<file path="src/rtl/alu.sv">
// ALU with a registered 64-bit result and one cycle of latency.
// Optional build macro: ALU_MULDIV_EN. When it is defined, opcodes 9 (MUL) and
// 10 (DIV) are implemented. When it is undefined, no multiplier or divider is
// built, and those two opcodes return zero.
// The result register is the only state. Reset is synchronous and active-high.

module alu #(
    parameter int DATA_W = 32
) (
    input  logic                  clk,
    input  logic                  reset,
    input  logic [DATA_W-1:0]     input_a,
    input  logic [DATA_W-1:0]     input_b,
    input  logic [4:0]            opcode,
    output logic [2*DATA_W-1:0]   ALU_result
);

    typedef enum logic [4:0] {
        OP_ADD  = 5'd0,
        OP_SUB  = 5'd1,
        OP_AND  = 5'd2,
        OP_OR   = 5'd3,
        OP_SHR  = 5'd4,
        OP_SHRA = 5'd5,
        OP_SHL  = 5'd6,
        OP_ROR  = 5'd7,
        OP_ROL  = 5'd8,
        OP_MUL  = 5'd9,
        OP_DIV  = 5'd10,
        OP_NEG  = 5'd11,
        OP_NOT  = 5'd12
    } opcode_e;

    localparam logic [DATA_W-1:0] ZERO_WORD = '0;

    logic [2*DATA_W-1:0] r_result;
    logic [2*DATA_W-1:0] w_next;
    opcode_e             w_op;
    logic [4:0]          w_shamt;
    logic [DATA_W-1:0]   w_sra;
    logic [2*DATA_W-1:0] w_rorWide;
    logic [2*DATA_W-1:0] w_rolWide;

    assign w_op    = opcode_e'(opcode);
    assign w_shamt = input_b[4:0];
    assign w_sra   = DATA_W'($signed(input_a) >>> w_shamt);

    // A rotate is a shift of A concatenated with itself. The wanted word is
    // then the low half (right rotate) or the high half (left rotate).
    assign w_rorWide = {input_a, input_a} >> w_shamt;
    assign w_rolWide = {input_a, input_a} << w_shamt;

`ifdef ALU_MULDIV_EN
    logic [2*DATA_W-1:0] w_product;
    logic [DATA_W-1:0]   w_absA;
    logic [DATA_W-1:0]   w_absB;
    logic [DATA_W-1:0]   w_divisor;
    logic [DATA_W-1:0]   w_uQuot;
    logic [DATA_W-1:0]   w_uRem;
    logic [DATA_W-1:0]   w_quot;
    logic [DATA_W-1:0]   w_rem;
    logic                w_divByZero;
    logic [2*DATA_W-1:0] w_divResult;

    // Multiplying the two sign-extended operands modulo 2^64 gives the full
    // signed 64-bit product.
    assign w_product = {{DATA_W{input_a[DATA_W-1]}}, input_a}
                     * {{DATA_W{input_b[DATA_W-1]}}, input_b};

    // The divide runs on unsigned magnitudes, and the signs are applied
    // afterwards. Read as unsigned, the magnitude of 0x80000000 is 2^31. So
    // 0x80000000 / -1 gives quotient 0x80000000 with no special case. A zero
    // divisor is replaced by 1 so that the divider never sees zero; the
    // divide-by-zero result is then selected separately.
    assign w_divByZero = (input_b == ZERO_WORD);
    assign w_absA      = input_a[DATA_W-1] ? (ZERO_WORD - input_a) : input_a;
    assign w_absB      = input_b[DATA_W-1] ? (ZERO_WORD - input_b) : input_b;
    assign w_divisor   = w_divByZero ? {{(DATA_W-1){1'b0}}, 1'b1} : w_absB;
    assign w_uQuot     = w_absA / w_divisor;
    assign w_uRem      = w_absA % w_divisor;
    assign w_quot      = (input_a[DATA_W-1] ^ input_b[DATA_W-1])
                       ? (ZERO_WORD - w_uQuot) : w_uQuot;
    assign w_rem       = input_a[DATA_W-1] ? (ZERO_WORD - w_uRem) : w_uRem;
    assign w_divResult = w_divByZero ? {input_a, {DATA_W{1'b1}}} : {w_rem, w_quot};
`endif

    // Select the next result for the current opcode.
    // Every 32-bit operation puts zero in the high word.
    always_comb begin
        w_next = '0;
        case (w_op)
            OP_ADD:  w_next = {ZERO_WORD, input_a + input_b};
            OP_SUB:  w_next = {ZERO_WORD, input_a - input_b};
            OP_AND:  w_next = {ZERO_WORD, input_a & input_b};
            OP_OR:   w_next = {ZERO_WORD, input_a | input_b};
            OP_SHR:  w_next = {ZERO_WORD, input_a >> w_shamt};
            OP_SHRA: w_next = {ZERO_WORD, w_sra};
            OP_SHL:  w_next = {ZERO_WORD, input_a << w_shamt};
            OP_ROR:  w_next = {ZERO_WORD, w_rorWide[DATA_W-1:0]};
            OP_ROL:  w_next = {ZERO_WORD, w_rolWide[2*DATA_W-1:DATA_W]};
`ifdef ALU_MULDIV_EN
            OP_MUL:  w_next = w_product;
            OP_DIV:  w_next = w_divResult;
`else
            OP_MUL:  w_next = '0;
            OP_DIV:  w_next = '0;
`endif
            OP_NEG:  w_next = {ZERO_WORD, ZERO_WORD - input_a};
            OP_NOT:  w_next = {ZERO_WORD, ~input_a};
            default: w_next = '0;
        endcase
    end

    // Result register. Reset wins over the computed value, and every other
    // rising edge reloads the register from the current inputs.
    always_ff @(posedge clk) begin
        if (reset) begin
            r_result <= '0;
        end else begin
            r_result <= w_next;
        end
    end

    assign ALU_result = r_result;

endmodule

</file>
<file path="config.mk">
export PLATFORM = sky130hd
export DESIGN_NAME = alu
export DESIGN_NICKNAME = d
export VERILOG_FILES = /design/src/rtl/alu.sv
export SDC_FILE = /design/constraint.sdc
export NUM_CORES = 1
export LEC_CHECK = 0
export CORE_MARGIN = 2
export CORE_UTILIZATION = 41
export CTS_BUF_LIST = sky130_fd_sc_hd__clkbuf_8
export DETAILED_ROUTE_END_ITERATION = 10
export MAX_ROUTING_LAYER = met4
export PLACE_DENSITY_LB_ADDON = 0.12
export REMOVE_ABC_BUFFERS = 1
export SLEW_MARGIN = 20
export SYNTH_ARGS = -nofsm -noshare
export SYNTH_HDL_FRONTEND = slang
export SYNTH_SLANG_ARGS = --single-unit
</file>
<file path="constraint.sdc">
create_clock -name clk -period 6.3 [get_ports clk]
set_input_delay 1.26 -clock clk [delete_from_list [all_inputs] [get_ports clk]]
set_output_delay 1.26 -clock clk [all_outputs]
set_load 0.02 [all_outputs]
</file>
Word-level counts from Yosys, hierarchy flattened --
Index checks and enable logic that the tools add are counted.
Storage, ports and cells: flip-flop bits (word level) 64, output and inout port bits 64, word-level logic and storage cells 24
Operators by class: $add $sub $neg 3, equal/unequal tests 10, shifts and indexed selects 5, muxes and demuxes 1, bitwise gates (word level) 3, reduce and logical (&&, ||, !) cells 1
Operators by type and width (number):
- 32-bit one-hot mux with 11 select lines | 1
- 64-bit by 5-bit left shift with 64-bit output | 1
- 64-bit by 5-bit >> shifter with 32-bit output | 1
- 32-bit adder | 1
- 32-bit bitwise AND | 1
- 32-bit NOT | 1
- 32-bit bitwise OR | 1
- 32-bit by 5-bit left shift with 32-bit output | 1
- 32-bit by 5-bit >> shifter with 32-bit output | 1
- 32-bit by 5-bit >>> shifter with 32-bit output | 1
- 1-bit by 32-bit subtractor with 32-bit output, first input constant | 1
- 32-bit subtractor | 1
- 5-bit by 3-bit == test with 1-bit output, second input constant | 4
- 5-bit by 4-bit == test with 1-bit output, second input constant | 3
- 5-bit by 2-bit == test with 1-bit output, second input constant | 2
- 5-bit by 1-bit == test with 1-bit output, second input constant | 1
- 5-bit zero test | 1

Depth between registers and ports, before layout --
depth after elaboration 2, mapped depth 20, mapped depth without buffers 17

Least setup slack after synthesis --
Ideal clock, no wire load.
path kind input to register, start input opcode[3], end register r_result[25] (netlist: ALU_result[25]), library setup time 0.130 ns, arrival 5.214 ns, required time 6.170 ns, path slack 0.955 ns, stages 16, path buffers 2, cells stage by stage clkbuf_1 -> nor4_1 -> nand2_1 -> clkbuf_1 -> o21ai_0 -> inv_1 -> ha_1 -> nor2b_1 -> o31a_1 -> o41a_1 -> a41oi_2 -> o21ai_1 -> a311oi_2 -> o21ai_0 -> mux2i_1 -> o22ai_1
On the way: word-level cells in the longest chain between the ends 2, elaborated cells between the ends (all ways) 12, classes of those cells 10 x eq/ne; 1 x mux; 1 x reduce/logical
Ends and longest elaborated chain:
- start: declaration | line 14 | input logic [4:0] opcode,
- 5-bit by 4-bit == test with 1-bit output (tied with other cells) | line 91 | case (w_op)
- 32-bit one-hot mux with 11 select lines * | line 91
- end signal: assignment | line 120 | r_result <= w_next;
- end: declaration | line 36 | logic [2*DATA_W-1:0] r_result;
Mark *: on every way between the ends. The rest lies on a longest branch, timed or not. A chain may end at the register's enable or synchronous reset.

Worst setup path in the final report --
start input input_b[6], end register r_result[25] (netlist: ALU_result[25])
On the way: word-level cells in the longest chain between the ends 2, elaborated cells between the ends (all ways) 3, classes of those cells 2 x add/sub; 1 x mux
Ends and longest elaborated chain:
- start: declaration | line 13 | input logic [DATA_W-1:0] input_b,
- 32-bit subtractor or 32-bit adder (tied branches) | line 93, 92
- 32-bit one-hot mux with 11 select lines * | line 91
Marks and branches as above.

==> summary.txt <==
Final GP Congestion: 1.082
die area: 0.02525 sq mm
Yosys Warn Count: 0
RSZ-0062 raised after global routing: no
Post-route DRC: 0
vias in the first global route: 11110
Root Buffer: clkbuf_8
clk slew on worst S/H paths: 0.10 ns
gr usage total: 42.13%
Slew Limit Fails: 0
antenna viol nets, final: 0
Max Clock Freq: 179.6 MHz
Vias/cell: 6.894
crit-path cells: clkdlybuf4s50_1, or4_1, nor4_1, nand3_1, or4_2, o21ai_0, xor2_1, ha_1, nand2b_1, mux2i_1, a221o_1, nor3_1, o221ai_1, a2111oi_0, o22ai_1
ys flop type: dfxtp_1
post-synthesis compound-gate area fraction: 30.44%
Critical Path RT: 6.52 ns
fin crit share: 88.37%
area of the multi-input gates: 0.008487 sq mm
CP bufs+invs: 1
HP Class: in -> reg
port bufs: 102
distinct cell type count after synthesis: 81
fin crit period: 5.567 ns
cell family with most CP delay: simple AND/OR/NAND/NOR gates
postcts setup bufs: 0
adder-cell share of the synthesized area: 4.781%
Worst Setup Path Type: in -> reg
number of synthesized flops with an enable pin: 0
fraction of layout cells with a size suffix above 1: 11.40%
Hold Path Depth: 4
Area contributors post-synth: mux4_2 (12%), nor2_1 (9.0%), a21oi_1 (7.4%)
CP Capture Type: flop
post-synth top area share: 12.13%
Setup crit start kind: input pin
Core Footprint: 0.02354 sq mm
Hold EP: ALU_result[1]
Initial DRT Pass Iterations: 7
initial cell density of the core: 41.79%
total CTS buffers: 5
Reg area: 640.6 sq um
initial antenna violation count: 4
Detailed Route Iter0 Violations: 1694
CP max stage cell: or4_2
io pins: 135
Worst-Margin Slew: 1.081 ns
final worst setup slack: 0.7328 ns
Cell Area, Synth: 0.009839 sq mm
Worst EP arrival: 5.79 ns
Final Hold Vio Count: 0
Setup WS pre-CTS: 0.4268 ns
worst vdd ir: 0.00006746 V
hold_ws: 1.489 ns
Routed WL: 53.51 mm
CTS tree: done
DP HPWL: 40.80 mm
Die Height: 158.9 um
pwr dens: 124.7 mW/mm^2
number of clock sinks: 32
Max-cap violations: 0
Worst slew margin: 27.94%
# hold bufs at CTS: 0
Static Leak: 0.004087 uW
routed len/inst: 30.11 um
global route overflow: 0
multiplexer share of the synthesized area: 20.30%
final setup fails: 0
fillers: 2488
Yosys reg bits: 32
Post-CTS Resized: 0
final net count: 1563
syn avg cell area: 6.939 sq um
max FFs per register: 32
crit path max fanout: 7
area growth from synthesis to layout: 13.43%
vias: 12250
outcome: finished, final reports clean
Hold Startpoint: input_b[4]
largest net degree at the start of global routing: 103
maximum buffer depth of the clock tree: 2
slowest stage delay, CP: 0.73 ns
num rows: 56
Synth Area in XOR/XNOR: 7.032%
H-Tree Depth: 2
post-synth top area cell: mux4_2
simple-gate share of the synthesized area: 22.27%
CP Depth: 15
Seq/Total Area, Yosys: 6.511%
Post-synth top cells: nor2_1 (237), a21oi_1 (145), nand2_1 (99)
Synth Instances: 1418
fraction of registers with async set or reset after synthesis: 0%
die width: 158.9 um
top-count cell post-synth: nor2_1
first-pass GRT wire length: 77.02 mm
largest family of logic cells by synthesized area: compound AO/OA/AOI/OAI gates
tightest hold or removal path: cells and delay by family:
| kind | cells | cell delay (ns) |
|---|---|---|
| compound gates | 1 | 0.11 |
| buf+inv | 2 | 0.35 |
| simple gates | 1 | 0.08 |
power breakdown:
group / switching [uW] / leakage (uW) / total (uW) / internal (uW)
Clock: 130 / 0.0000404 / 208 / 79.0
Sequential: 2.76 / 0.000260 / 213 / 210
Combinational: 624 / 0.00379 / 971 / 347
Total: 756 / 0.00409 / 1390 / 636
cells in the final DEF (no fill, tap or decap), types with 21 or more instances in the layout:
cell / instances
xor2_1: 35
nand3_1: 26
nor3_1: 38
a31oi_1: 21
a21oi_1: 145
mux4_2: 53
buf_4: 64
dfxtp_1: 32
conb_1: 32
xnor2_1: 44
clkdlybuf4s50_1: 97
nand2_1: 99
o21ai_0: 95
nor2_1: 237
o22ai_1: 25
a211oi_1: 25
mux2i_1: 69
ha_1: 36
routing by layer:
| layer | up-vias | track usage, % | routed length (um) |
|---|---|---|---|
| li1 | 5335 | - | - |
| met4 | 0 | 21.94 | 3343 |
| met5 | - | - | 0 |
| met2 | 886 | 60.24 | 22560 |
| met1 | 5841 | 54.12 | 20590 |
| met3 | 189 | 11.57 | 7008 |
through the flow:
| step | power, uW | utilization (%) | instance area (sq um) | std cells | TNS (ns) |
|---|---|---|---|---|---|
| 2_1_floorplan | 734.3 | - | 9181 | 1285 | -8.490 |
| 3_3_place_gp | 1151 | 46.99 | 11060 | 1767 | 0 |
| 3_5_place_dp | 1148 | 46.99 | 11060 | 1767 | 0 |
| 4_1_cts | 1351 | 47.39 | 11160 | 1775 | 0 |
| 5_1_grt | 1443 | 47.41 | 11160 | 1777 | 0 |
| 6_report | 1392 | 47.41 | 11160 | 1777 | 0 |
worst max-delay path by stage:
stage,from,to,slack [ns]
floorplan,opcode[2],ALU_result[21],-0.76
global placement,input_b[6],ALU_result[31],0.50
detailed placement,input_b[6],ALU_result[25],0.43
CTS,input_b[6],ALU_result[25],0.79
global route,input_b[6],ALU_result[25],0.42
finish,input_b[6],ALU_result[25],0.73
final cells by class:
class | count | share of cell area (%)
inverter | 20 | 0.6726
sequential | 32 | 5.740
antenna | 2 | 0.04484
multi-input combinational | 1233 | 76.04
tap | 319 | 3.576
timing repair buffer | 163 | 13.09
clock buffer | 5 | 0.6166
clock inverter | 3 | 0.2130
logic make-up (layout without fill, tap and decap cells):
kind of cell | count (synthesis) | count (layout)
AO/OA/AOI/OAI | 465 | 465
XOR/XNOR | 79 | 79
adder cells (fa/ha/maj) | 37 | 37
buffers and inverters | 184 | 191
flip-flops | 32 | 32
multiplexers | 132 | 132
other | 1 | 34
AND/OR/NAND/NOR | 488 | 488
Note: power is estimated with default switching activity, not from simulation.
